==> config.mk <==
export PLATFORM = sky130hd
export DESIGN_NAME = assert_monitor_mc
export DESIGN_NICKNAME = d
export VERILOG_FILES = /design/src/rtl/assert_monitor_mc.sv
export SDC_FILE = /design/constraint.sdc
export NUM_CORES = 1
export LEC_CHECK = 0
export ABC_AREA = 1
export BUFFER_PORTS_ARGS = -buffer_cell sky130_fd_sc_hd__buf_2
export CAP_MARGIN = 0
export CORE_UTILIZATION = 46
export DETAILED_ROUTE_END_ITERATION = 12
export GPL_TIMING_DRIVEN = 0
export PLACE_DENSITY = 0.7
export SETUP_SLACK_MARGIN = 0.5
export SLEW_MARGIN = 40
export SYNTH_ARGS = -nofsm -noshare
export SYNTH_HDL_FRONTEND = slang
export SYNTH_SLANG_ARGS = --single-unit
==> constraint.sdc <==
create_clock -name clk -period 3.36 [get_ports clk]
set_input_delay 0.504 -clock clk [delete_from_list [all_inputs] [get_ports clk]]
set_output_delay 0.504 -clock clk [all_outputs]
set_load 0.1 [all_outputs]
==> src/rtl/assert_monitor_mc.sv <==
// Multi-lane overflow/assert monitor: flags all-ones lane data seen while the cycle
// counter is past THRESH, counts violating cycles and queues one event per such cycle.
module assert_monitor_mc #(
  parameter int NCH    = 4,
  parameter int DATA_W = 4,
  parameter int CNT_W  = 4,
  parameter int THRESH = 10,
  parameter int DEPTH  = 4,
  parameter int VCNT_W = 8
) (
  input  logic                  clk,
  input  logic                  rst,
  input  logic [NCH*DATA_W-1:0] data_in,
  input  logic [NCH-1:0]        valid_in,
  input  logic [NCH-1:0]        clr,
  output logic [NCH*DATA_W-1:0] data_out,
  output logic [NCH-1:0]        overflow_flag,
  output logic [CNT_W-1:0]      counter,
  output logic [VCNT_W-1:0]     viol_count,
  output logic                  ev_valid,
  input  logic                  ev_ready,
  output logic [NCH-1:0]        ev_mask,
  output logic [CNT_W-1:0]      ev_cnt,
  output logic [VCNT_W-1:0]     ev_drop
);

  localparam int AW = $clog2(DEPTH);
  localparam int OW = AW + 1;

  logic [NCH*DATA_W-1:0] data_q;
  logic [NCH-1:0]        flag_q, flag_d;
  logic [CNT_W-1:0]      counter_q;
  logic [VCNT_W-1:0]     viol_q, viol_d;
  logic [VCNT_W-1:0]     drop_q, drop_d;
  logic [AW-1:0]         wr_ptr_q, wr_ptr_d;
  logic [AW-1:0]         rd_ptr_q, rd_ptr_d;
  logic [OW-1:0]         occ_q, occ_d;

  logic [NCH-1:0]        mem_mask [DEPTH];
  logic [CNT_W-1:0]      mem_cnt  [DEPTH];

  logic [NCH-1:0]        lane_ones;
  logic [NCH-1:0]        v_raw;
  logic [NCH-1:0]        v;
  logic                  cnt_over;
  logic                  any_v;
  logic                  fifo_full;
  logic                  pop;
  logic                  push_ok;
  logic                  drop_ev;

  assign cnt_over = counter_q > CNT_W'(THRESH);

  for (genvar gi = 0; gi < NCH; gi++) begin : g_lane
    assign lane_ones[gi] = &data_in[gi*DATA_W +: DATA_W];
    assign v_raw[gi]     = valid_in[gi] & lane_ones[gi] & cnt_over;
  end

  assign v     = v_raw & {NCH{~rst}};
  assign any_v = |v;

  assign ev_valid  = (occ_q != '0);
  assign fifo_full = (occ_q == OW'(DEPTH));
  assign pop       = ev_valid & ev_ready;
  // A full FIFO still accepts a push when the head leaves in the same cycle.
  assign push_ok   = any_v & (~fifo_full | pop);
  assign drop_ev   = any_v & fifo_full & ~pop;

  always_comb begin
    flag_d   = (flag_q & ~clr) | v;
    viol_d   = viol_q;
    drop_d   = drop_q;
    wr_ptr_d = wr_ptr_q + AW'(push_ok);
    rd_ptr_d = rd_ptr_q + AW'(pop);
    occ_d    = occ_q + OW'(push_ok) - OW'(pop);
    if (any_v && viol_q != '1) begin
      viol_d = viol_q + 1'b1;
    end
    if (drop_ev && drop_q != '1) begin
      drop_d = drop_q + 1'b1;
    end
  end

  always_ff @(posedge clk) begin
    if (rst) begin
      data_q    <= '0;
      flag_q    <= '0;
      counter_q <= '0;
      viol_q    <= '0;
      drop_q    <= '0;
      wr_ptr_q  <= '0;
      rd_ptr_q  <= '0;
      occ_q     <= '0;
    end else begin
      data_q    <= data_in;
      flag_q    <= flag_d;
      counter_q <= counter_q + 1'b1;
      viol_q    <= viol_d;
      drop_q    <= drop_d;
      wr_ptr_q  <= wr_ptr_d;
      rd_ptr_q  <= rd_ptr_d;
      occ_q     <= occ_d;
    end
  end

  // Payload storage needs no reset: the head is masked whenever the FIFO is empty.
  always_ff @(posedge clk) begin
    if (push_ok) begin
      mem_mask[wr_ptr_q] <= v;
      mem_cnt[wr_ptr_q]  <= counter_q;
    end
  end

  assign data_out      = data_q;
  assign overflow_flag = flag_q;
  assign counter       = counter_q;
  assign viol_count    = viol_q;
  assign ev_drop       = drop_q;
  assign ev_mask       = ev_valid ? mem_mask[rd_ptr_q] : '0;
  assign ev_cnt        = ev_valid ? mem_cnt[rd_ptr_q]  : '0;

`ifdef FORMAL
  for (genvar gi = 0; gi < NCH; gi++) begin : g_fassert
    always @(posedge clk) begin
      assert (rst || !v_raw[gi]);
    end
  end

  always @(posedge clk) begin
    assert (occ_q <= OW'(DEPTH));
  end
`endif

endmodule

## Word level (Yosys, flattened, before mapping)

Memories as Yosys holds them, arrays and structs flattened. A register that Yosys moved wholly into a read port is not among the register bits.
Index checks and enable logic that the tools add are counted.

| operators by class | value |
|---|---|
| shift-type cells | 0 |
| reduce and logical (&&, ||, !) cells | 8 |
| add/sub/neg operators | 7 |
| bitwise gates (word level) | 20 |
| equality and inequality tests | 3 |
| div/mod/pow operators | 0 |
| mux-type cells | 6 |
| magnitude comparators | 1 |
| $mul | 0 |

Operators by type and width:

| operator | count |
|---|---|
| 8-bit by 1-bit adder with 8-bit output (second input constant) | 2 |
| 8-bit != test (second input constant) | 2 |
| 4-bit AND reduction | 4 |
| 1-bit bitwise AND | 12 |
| 4-bit bitwise AND | 2 |
| 4-bit 2-to-1 mux | 2 |
| 2-bit by 1-bit adder with 2-bit output | 2 |
| 4-bit by 1-bit adder with 4-bit output (second input constant) | 1 |
| 4-bit > comparator (second input constant) | 1 |
| 2-bit 2-to-1 mux | 2 |
| 4-bit inverter | 1 |
| 4-bit OR | 1 |
| 4-bit OR reduction | 1 |
| 3-bit by 1-bit adder with 3-bit output | 1 |
| 3-bit equality test (second input constant) | 1 |
| 1-bit inverter | 3 |
| 3-bit nonzero test | 1 |
| 3-bit by 1-bit subtractor with 3-bit output | 1 |
| 1-bit logical AND | 2 |
| 1-bit 2-to-1 mux | 2 |
| 1-bit OR | 1 |

| word-level totals | value |
|---|---|
| logic and storage cells | 55 |
| latch bits | 0 |
| bits in registers | 47 |
| memories kept | 2 |
| RAM bits | 32 |
| bits in read-only memories | 0 |

Memory list:

| memory | words | bits a word | rd ports | clocked after Yosys merged registers in | wr ports | line | text |
|---|---|---|---|---|---|---|---|
| mem_cnt | 4 | 4 | 1 | 1 | 1 | 40 | `logic [CNT_W-1:0] mem_cnt [DEPTH];` |
| mem_mask | 4 | 4 | 1 | 1 | 1 | 39 | `logic [NCH-1:0] mem_mask [DEPTH];` |

## Longest topological paths before layout

Gate-level depths: netlist of run 1.

| depth | value |
|---|---|
| depth in word-level cells | 8 |
| mapped depth | 18 |
| depth with buffers taken out | 17 |

## Worst setup path after synthesis of run 1

OpenSTA, ideal clock, no wires.

| timing path | value |
|---|---|
| path type | reg-to-reg |
| from | reg counter_q[0] (netlist: counter[0]) |
| to | reg occ_q[2] |
| path slack | 0.000 ns |
| data required time | 3.290 ns |
| path buffers | 1 |
| data arrival time | 3.291 ns |
| cell stages (with the launch flop) | 19 |
| setup time | 0.070 ns |
| cells stage by stage | dfxtp_1 -> inv_1 -> ha_1 -> inv_1 -> nand2_1 -> nand2_1 -> nand2_1 -> nor2_2 -> nor2_2 -> nand2_4 -> buf_8 -> nand2_4 -> ha_1 -> inv_1 -> ha_1 -> fa_1 -> inv_1 -> o21ai_0 -> a21oi_1 |

| between the ends | value |
|---|---|
| longest elaborated chain between the ends | 7 |

Ends and longest elaborated chain:

| item | line | text |
|---|---|---|
| from (decl) | 32 | `logic [CNT_W-1:0] counter_q;` |
| from (signal assigned) | 97 | `counter_q <= counter_q + 1'b1;` |
| 4-bit > comparator | 52 | `assign cnt_over = counter_q > CNT_W'(THRESH);` |
| 1-bit bitwise AND | 56 | `assign v_raw[gi] = valid_in[gi] & lane_ones[gi] & cnt_over;` |
| 4-bit bitwise AND | 59 | `assign v = v_raw & {NCH{~rst}};` |
| via v[0] | 44 | `logic [NCH-1:0] v;` |
| 4-bit OR reduction | 60 | `assign any_v = \|v;` |
| 1-bit bitwise AND | 66 | `assign push_ok = any_v & (~fifo_full \| pop);` |
| 3-bit by 1-bit adder with 3-bit output | 75 | `occ_d = occ_q + OW'(push_ok) - OW'(pop);` |
| 3-bit by 1-bit subtractor with 3-bit output | 75 |  |
| to (signal assigned) | 93 | `occ_q <= '0;` |
| to (signal assigned) | 102 | `occ_q <= occ_d;` |
| to (decl) | 37 | `logic [OW-1:0] occ_q, occ_d;` |

The timed path passes the listed nets, and every way through them passes these cells.
A chain may end at the register's enable or synchronous reset.

==> summary.md, run 1 <==
| Metric | Value |
|---|---|
| Layout Utilization | `60.25%` |
| Overflow after GRT | `0` |
| Vias in the first global route | `2,493` |
| Final setup vio count | `0` |
| Max VDD drop | `0.0003123 V` |
| Crit-path leading delay family | `buffers and inverters` |
| DIE HEIGHT | `87.38 um` |
| Post-route antenna net violation count | `0` |
| Core footprint | `0.006907 sq mm` |
| Area Growth Syn to Fin | `24.10%` |
| Commonest non-fill, non-tap cell in the layout | `nor2_1` |
| Post-synthesis cell count | `366` |
| Post-synthesis cell type count | `27` |
| Slew Limit Fails | `0` |
| WL/cell | `12.62 um` |
| Seq/Total Area, Yosys | `56.72%` |
| Reg2reg setup slack | `0.67 ns` |
| Initial DRC count | `126` |
| Max-cap violations | `0` |
| Tightest Pin Transition | `0.7641 ns` |
| FF-to-FF End | `occ_q[2]` |
| CTS HTree Levels | `3` |
| Initial Util | `48.55%` |
| Row cnt | `30` |
| Number of I/O pins | `76` |
| Outcome | `finished, final reports clean` |
| Die W | `87.38 um` |
| Commonest non-fill, non-tap cells in the layout | `nor2_1, buf_2, inv_1` |
| Min-delay worst type | `in2reg` |
| First-pass GRT wire length | `11,390 um` |
| Synth warn | `0` |
| Gr usage total | `19.91%` |
| Worst Clk Skew | `0.01018 ns` |
| Worst EP arrival | `2.22 ns` |
| RePlAce Congestion | `0.8155` |
| Share of cells above drive strength 1 | `28.76%` |
| Final TNS setup | `0 ns` |
| Mapped Avg Cell Area | `9.162 sq um` |
| Leak | `1.829 nW` |
| Worst slew margin | `48.79%` |
| Critical path depth | `6` |
| Worst skew pair latency | `0.34 ns` |
| Reg clk slew, reported paths | `0.08 ns` |
| Critical path endpoint | `ev_mask[2]` |
| Worst Setup Path Type | `reg2out` |
| ANT cells | `0` |
| PwrDens | `697.8 mW/mm^2` |
| TritonCTS clock tree | `done` |
| Period utilisation layout | `81.01%` |
| CP Capture Type | `primary output` |
| Initial antenna violation count | `0` |
| Final nets | `490` |
| Min Tclk post-route | `2.722 ns` |
| RSZ-0062 raised after global routing | `true` |
| Worst-path fanout max | `10` |
| DRT Wirelength | `7003 um` |
| Mapped Nets | `402` |
| Crit path cell chain | `clkbuf_1, inv_1, nor2_1, o21ai_0, a21oi_2, buf_2` |
| Worst R2R Path Depth | `18` |
| Detailed placement HPWL | `5024 um` |
| Port buffer count | `74` |
| Via-per-instance ratio | `4.796` |
| Initial DRT Pass Iterations | `5` |
| Final-report hold violation count | `0` |
| Worst setup startpoint | `rd_ptr_q[1]` |
| Startpoint types | `flop` |
| Drt drc | `0` |
| Clk sinks | `79` |
| Die area | `0.007635 sq mm` |
| Yosys reg bits | `79` |
| Fmax | `0.3674 GHz` |
| Largest net degree at the start of global routing | `14` |
| Vias after detailed routing | `2,662` |
| WP data required | `2.86 ns` |
| Buf/Inv on CP | `3` |
| CTS Buf Count | `9` |
| Synthesized area | `0.003353 sq mm` |
| Startpoint of the worst-slack reg-to-reg timing path | `counter[0]` |
| Slowest CP cell | `clkbuf_1` |
| Slowest stage delay, CP | `0.44 ns` |
| Clock buffer depth | `2` |
| Overall Power | `0.002904 W` |
| Root Driver | `clkbuf_8` |
-- synth_stat cells, drive strengths merged --
library cell,count,share of area [%]
nor3b,1,0.37
dfxtp,47,28
xnor2,6,1.6
nand4,3,0.56
edfxtp,32,29
clkinv,1,0.11
buf,4,1.3
ha,8,3.0
fa,1,0.60
nand3b,1,0.22
inv,47,5.3
nor3,4,0.60
clkbuf,7,0.78
xor2,8,2.1
a21oi,31,4.7
nand2,43,5.8
nand3,23,3.4
o21ai,19,2.8
nor2,80,10
-- stage by stage --
| stage | setup slack (ns) | cell area (sq um) | hold slack, ns | instances |
|---|---|---|---|---|
| floorplan | 0.5921 | 3391 | 0.5203 | 366 |
| detailed placement | 0.4711 | 3904 | 0.4629 | 536 |
| finish | 0.6379 | 4161 | 0.3769 | 555 |
| CTS | 0.5815 | 4114 | 0.3627 | 552 |
| global placement | 0.3375 | 3881 | 0.4580 | 536 |
| global route | 0.4319 | 4161 | 0.3747 | 555 |
-- state kept, by name, summed over array words and instances, names as in the netlist, 3 cells and up --
register / flops
ev_drop: 8
overflow_flag: 4
viol_count: 8
occ_q: 3
data_out: 16
mem_cnt: 16
counter: 4
mem_mask: 16
-- worst reg2reg max path: cells and delay by family, from the launching register on --
family / cells / cell delay (ns)
compound gates: 2 / 0.19
fa+ha+maj: 4 / 1.02
buf+inv: 5 / 0.36
flops: 1 / 0.40
simple gates: 7 / 0.66
-- report_power, final --
part	leakage (nW)	total (W)	internal [W]	switching (W)
clock	0.0976	0.000689	0.000365	0.000324
combinational	1.06	0.00116	0.000218	0.000945
sequential	0.668	0.00105	0.00103	0.0000240
total	1.83	0.00290	0.00161	0.00129
-- worst min-delay path by stage --
stage,startpoint,to,slack (ns),cells past startpoint
4_1_cts,data_in[10],data_out[10],0.36,3
3_3_place_gp,counter[0],counter[0],0.46,1
3_5_place_dp,counter[0],counter[0],0.46,1
2_1_floorplan,wr_ptr_q[1],wr_ptr_q[1],0.52,2
6_report,data_in[10],data_out[10],0.38,3
5_1_grt,data_in[3],data_out[3],0.37,3
-- logic make-up (layout without fill, tap and decap cells) --
group | count (synthesis) | after routing | synth area share (%)
AO/OA/AOI/OAI | 50 | 50 | 7.575
XOR/XNOR | 14 | 14 | 3.657
adder cells (fa/ha/maj) | 9 | 9 | 3.582
buffers and inverters | 59 | 152 | 7.425
flip-flops | 79 | 79 | 56.72
AND/OR/NAND/NOR | 155 | 155 | 21.05
-- final cells by class --
class	count	area, sq um
fillers	641	2745
flip-flops and latches	79	1909
multi-input cells	228	1280
repair buffers	77	410.4
inverters	48	180.2
clock buffers	13	148.9
well taps	96	120.1
plain buffers	11	68.82
clock inverters	3	43.79
-- routing by layer --
metal | share of wire [%] | routed length, um | vias up | track usage (%)
met5 | 0 | 0 | - | 0
met4 | 1.7 | 122 | 0 | 9.091
met2 | 51 | 3577 | 57 | 35.30
met3 | 3.1 | 218 | 11 | 3.412
li1 | - | - | 1351 | -
met1 | 44 | 3085 | 1243 | 23.47
-- what timing repair did --
action / 4_1_cts / 5_1_grt
resized for setup: 4 / 9
pin swaps: 0 / 3
buffers inserted: 0 / 3
hold buffers: 0 / 0
endpoints found under the setup margin: 2 / 9
(Power assumes the default switching activity.)
==> inputs of run 2 (changes only) <==
--- a/config.mk
+++ b/config.mk
@@ -11,7 +11,7 @@
 export CORE_UTILIZATION = 46
 export DETAILED_ROUTE_END_ITERATION = 12
 export GPL_TIMING_DRIVEN = 0
-export PLACE_DENSITY = 0.7
+export PLACE_DENSITY = 0.72
 export SETUP_SLACK_MARGIN = 0.5
 export SLEW_MARGIN = 40
 export SYNTH_ARGS = -nofsm -noshare
==> constraint.sdc (replaced) <==
create_clock -name clk -period 2.26 [get_ports clk]
set_input_delay 0.339 -clock clk [delete_from_list [all_inputs] [get_ports clk]]
set_output_delay 0.339 -clock clk [all_outputs]
set_load 0.1 [all_outputs]
==> run 2 against run 1 <==
Against the previous run: largest cell class unchanged; global-route usage increased by 3.1 points; critical path type is now reg2reg; critical path depth increased by 11; final area increased by 18%; power increased by 85%; sequential power increased by 50%; the run now ends with setup timing left; critical endpoint is now occ_q[1]; clock power increased by 70%; wire length increased by 19%; register-to-register slack got worse by 0.85 ns; worst setup slack got worse by 0.82 ns.
==> summary.md, run 2 (same netlist as run 1, synthesis figures left out) <==
| Metric | Value |
|---|---|
| WL/cell | `14.42 um (was 12.62 um)` |
| DIE HEIGHT | `87.38 um (unchanged)` |
| Overflow after GRT | `0 (unchanged)` |
| Final nets | `514 (was 490)` |
| Worst Clk Skew | `0.007804 ns (was 0.01018 ns)` |
| Gr usage total | `22.97% (was 19.91%)` |
| PwrDens | `1092 mW/mm^2 (was 697.8 mW/mm^2)` |
| Max-cap violations | `0 (unchanged)` |
| First-pass GRT wire length | `13,010 um (was 11,390 um)` |
| Initial antenna violation count | `0 (unchanged)` |
| Failing checks | `setup timing` |
| Worst R2R Path Depth | `17 (was 18)` |
| CP Capture Type | `flop (was primary output)` |
| Cell area after layout | `0.004917 sq mm (was 0.004161 sq mm)` |
| Root Driver | `clkbuf_8 (unchanged)` |
| Core footprint | `0.006907 sq mm (unchanged)` |
| Fillers | `497 (was 641)` |
| ANT cells | `0 (unchanged)` |
| Row cnt | `30 (unchanged)` |
| Slew Limit Fails | `0 (unchanged)` |
| Reg2reg setup slack | `-0.18 ns (was 0.67 ns)` |
| CTS Hold Bufs | `0 (unchanged)` |
| Worst skew pair latency | `0.35 ns (was 0.34 ns)` |
| Layout Utilization | `71.20% (was 60.25%)` |
| Placed cell count | `536 (unchanged)` |
| Max VDD drop | `0.0004016 V (was 0.0003123 V)` |
| CTS Buf Count | `9 (unchanged)` |
| Worst-path fanout max | `5 (was 10)` |
| Min Tclk post-route | `2.440 ns` |
| Commonest non-fill, non-tap cells in the layout | `buf_2, nor2_1, inv_1 (was nor2_1, buf_2, inv_1)` |
| Worst slew margin | `66.24% (was 48.79%)` |
| Hold Path Depth | `3 (unchanged)` |
| Initial Util | `48.55% (unchanged)` |
| RePlAce Congestion | `0.8017 (was 0.8155)` |
| Die W | `87.38 um (unchanged)` |
| Worst EP arrival | `2.72 ns (was 2.22 ns)` |
| Final-report hold violation count | `0 (unchanged)` |
| TritonCTS clock tree | `done (unchanged)` |
| Placed inst area | `0.003999 sq mm (was 0.003904 sq mm)` |
| Vias in the first global route | `2,783 (was 2,493)` |
| Detailed placement HPWL | `5021 um (was 5024 um)` |
| Initial DRT Pass Iterations | `4 (was 5)` |
| Vias after detailed routing | `2,811 (was 2,662)` |
| Largest net degree at the start of global routing | `15 (was 14)` |
| CTS HTree Levels | `3 (unchanged)` |
| Initial DRC count | `135 (was 126)` |
| FF-to-FF End | `occ_q[1] (was occ_q[2])` |
| Outcome | `finished, violations left (was finished, final reports clean)` |
| Startpoint types | `flop (unchanged)` |
| Reg clk slew, reported paths | `0.09 ns (was 0.08 ns)` |
| Min-delay worst type | `in2reg (unchanged)` |
| Clk sinks | `79 (unchanged)` |
| Hold EP | `data_out[6] (was data_out[10])` |
| Die area | `0.007635 sq mm (unchanged)` |
| Drt drc | `0 (unchanged)` |
| Clock buffer depth | `2 (unchanged)` |
| Final setup vio count | `2 (was 0)` |
| Period utilisation layout | `108.0%` |
| Fmax | `0.4099 GHz` |
| Commonest non-fill, non-tap cell in the layout | `buf_2 (was nor2_1)` |
| WP data required | `2.54 ns (was 2.86 ns)` |
| Leak | `2.100 nW (was 1.829 nW)` |
| Tightest Pin Transition | `0.5099 ns (was 0.7641 ns)` |
| Via-per-instance ratio | `4.855 (was 4.796)` |
| Number of I/O pins | `76 (unchanged)` |
| DRT Wirelength | `8351 um (was 7003 um)` |
| Cell Count, Final, Fillers Out | `579 (was 555)` |
| Hold Crit Start | `data_in[6] (was data_in[10])` |
| RSZ-0062 raised after global routing | `true (unchanged)` |
| Setup ws final | `-0.1798 ns (was 0.6379 ns)` |
| Post-route antenna net violation count | `0 (unchanged)` |
| Port buffer count | `74 (unchanged)` |
| Startpoint of the worst-slack reg-to-reg timing path | `counter[0] (unchanged)` |
| Area Growth Syn to Fin | `46.64% (was 24.10%)` |
| Share of cells above drive strength 1 | `45.55% (was 28.76%)` |
| Worst Setup Path Type | `reg2reg (was reg2out)` |
## run 2: how the worst max path moves through the flow
| stage | from | to | slack, ns | cells after the start |
|---|---|---|---|---|
| detailed placement | counter[0] | occ_q[1] | -0.35 | 17 |
| finish | counter[0] | occ_q[1] | -0.18 | 17 |
| CTS | counter[0] | occ_q[1] | -0.14 | 17 |
| global placement | counter[0] | mem_cnt[3][0] | -0.53 | 12 |
| global route | counter[0] | occ_q[1] | -0.26 | 17 |
| floorplan | counter[0] | occ_q[1] | -0.37 | 17 |
## run 2: cell type report
| type | count | area (sq um) | share of cell area (%) |
|---|---|---|---|
| plain buffers | 11 | 116.4 | 2.366 |
| clock buffers | 9 | 123.9 | 2.519 |
| clock inverters | 7 | 95.09 | 1.934 |
| inverters | 48 | 188.9 | 3.842 |
| multi-input cells | 228 | 1514 | 30.79 |
| flip-flops and latches | 79 | 1942 | 39.49 |
| well taps | 96 | 120.1 | 2.443 |
| repair buffers | 101 | 817.0 | 16.62 |
## run 2: layer usage
layer  GRT usage [%]  part of all wire [%]  up-vias
li1                -                     -     1400
met1           26.01                    40     1337
met2           42.33                    55       66
met3           4.929                   3.9        8
met4           8.197                   1.1        0
met5               0                     0        -
## run 2: power breakdown
group / internal, W / switching (W) / leakage (nW) / total, W
sequential: 0.00153 / 0.0000475 / 0.677 / 0.00158
clock: 0.000624 / 0.000546 / 0.110 / 0.00117
combinational: 0.000951 / 0.00167 / 1.31 / 0.00262
## run 2: worst max-delay path, stage by stage, from the launching register on
cell and delay, ns:
dfxtp_4 0.36, inv_2 0.04, ha_4 0.14, inv_2 0.04, nand2_2 0.04, nand2_2 0.09
nand2_4 0.11, nor2_4 0.17, nor2_4 0.05, nand2_4 0.07, buf_12 0.11, nand2_8 0.04
ha_4 0.26, inv_2 0.04, ha_4 0.14, fa_2 0.53, inv_2 0.03, nor2_1 0.10
## run 2: repair_timing
| action | CTS | global route |
|---|---|---|
| gates resized for setup | 91 | 42 |
| setup buffers | 20 | 4 |
| gates cloned | 2 | 1 |
| pin swaps | 31 | 37 |
| setup endpoints to repair | 61 | 63 |
## run 2: metrics by stage
stage                     total power, W  hold slack, ns  setup TNS (ns)  worst slack (ns)
after floorplan                 0.003027          0.4460          -9.554           -0.3710
after global placement          0.003271          0.4605          -15.44           -0.5288
after detailed placement        0.003299          0.4684          -4.627           -0.3499
after CTS                       0.004998          0.1887         -0.4832           -0.1384
after global routing            0.005562          0.1848          -2.106           -0.2632
final                           0.005369          0.1925         -0.2544           -0.1798
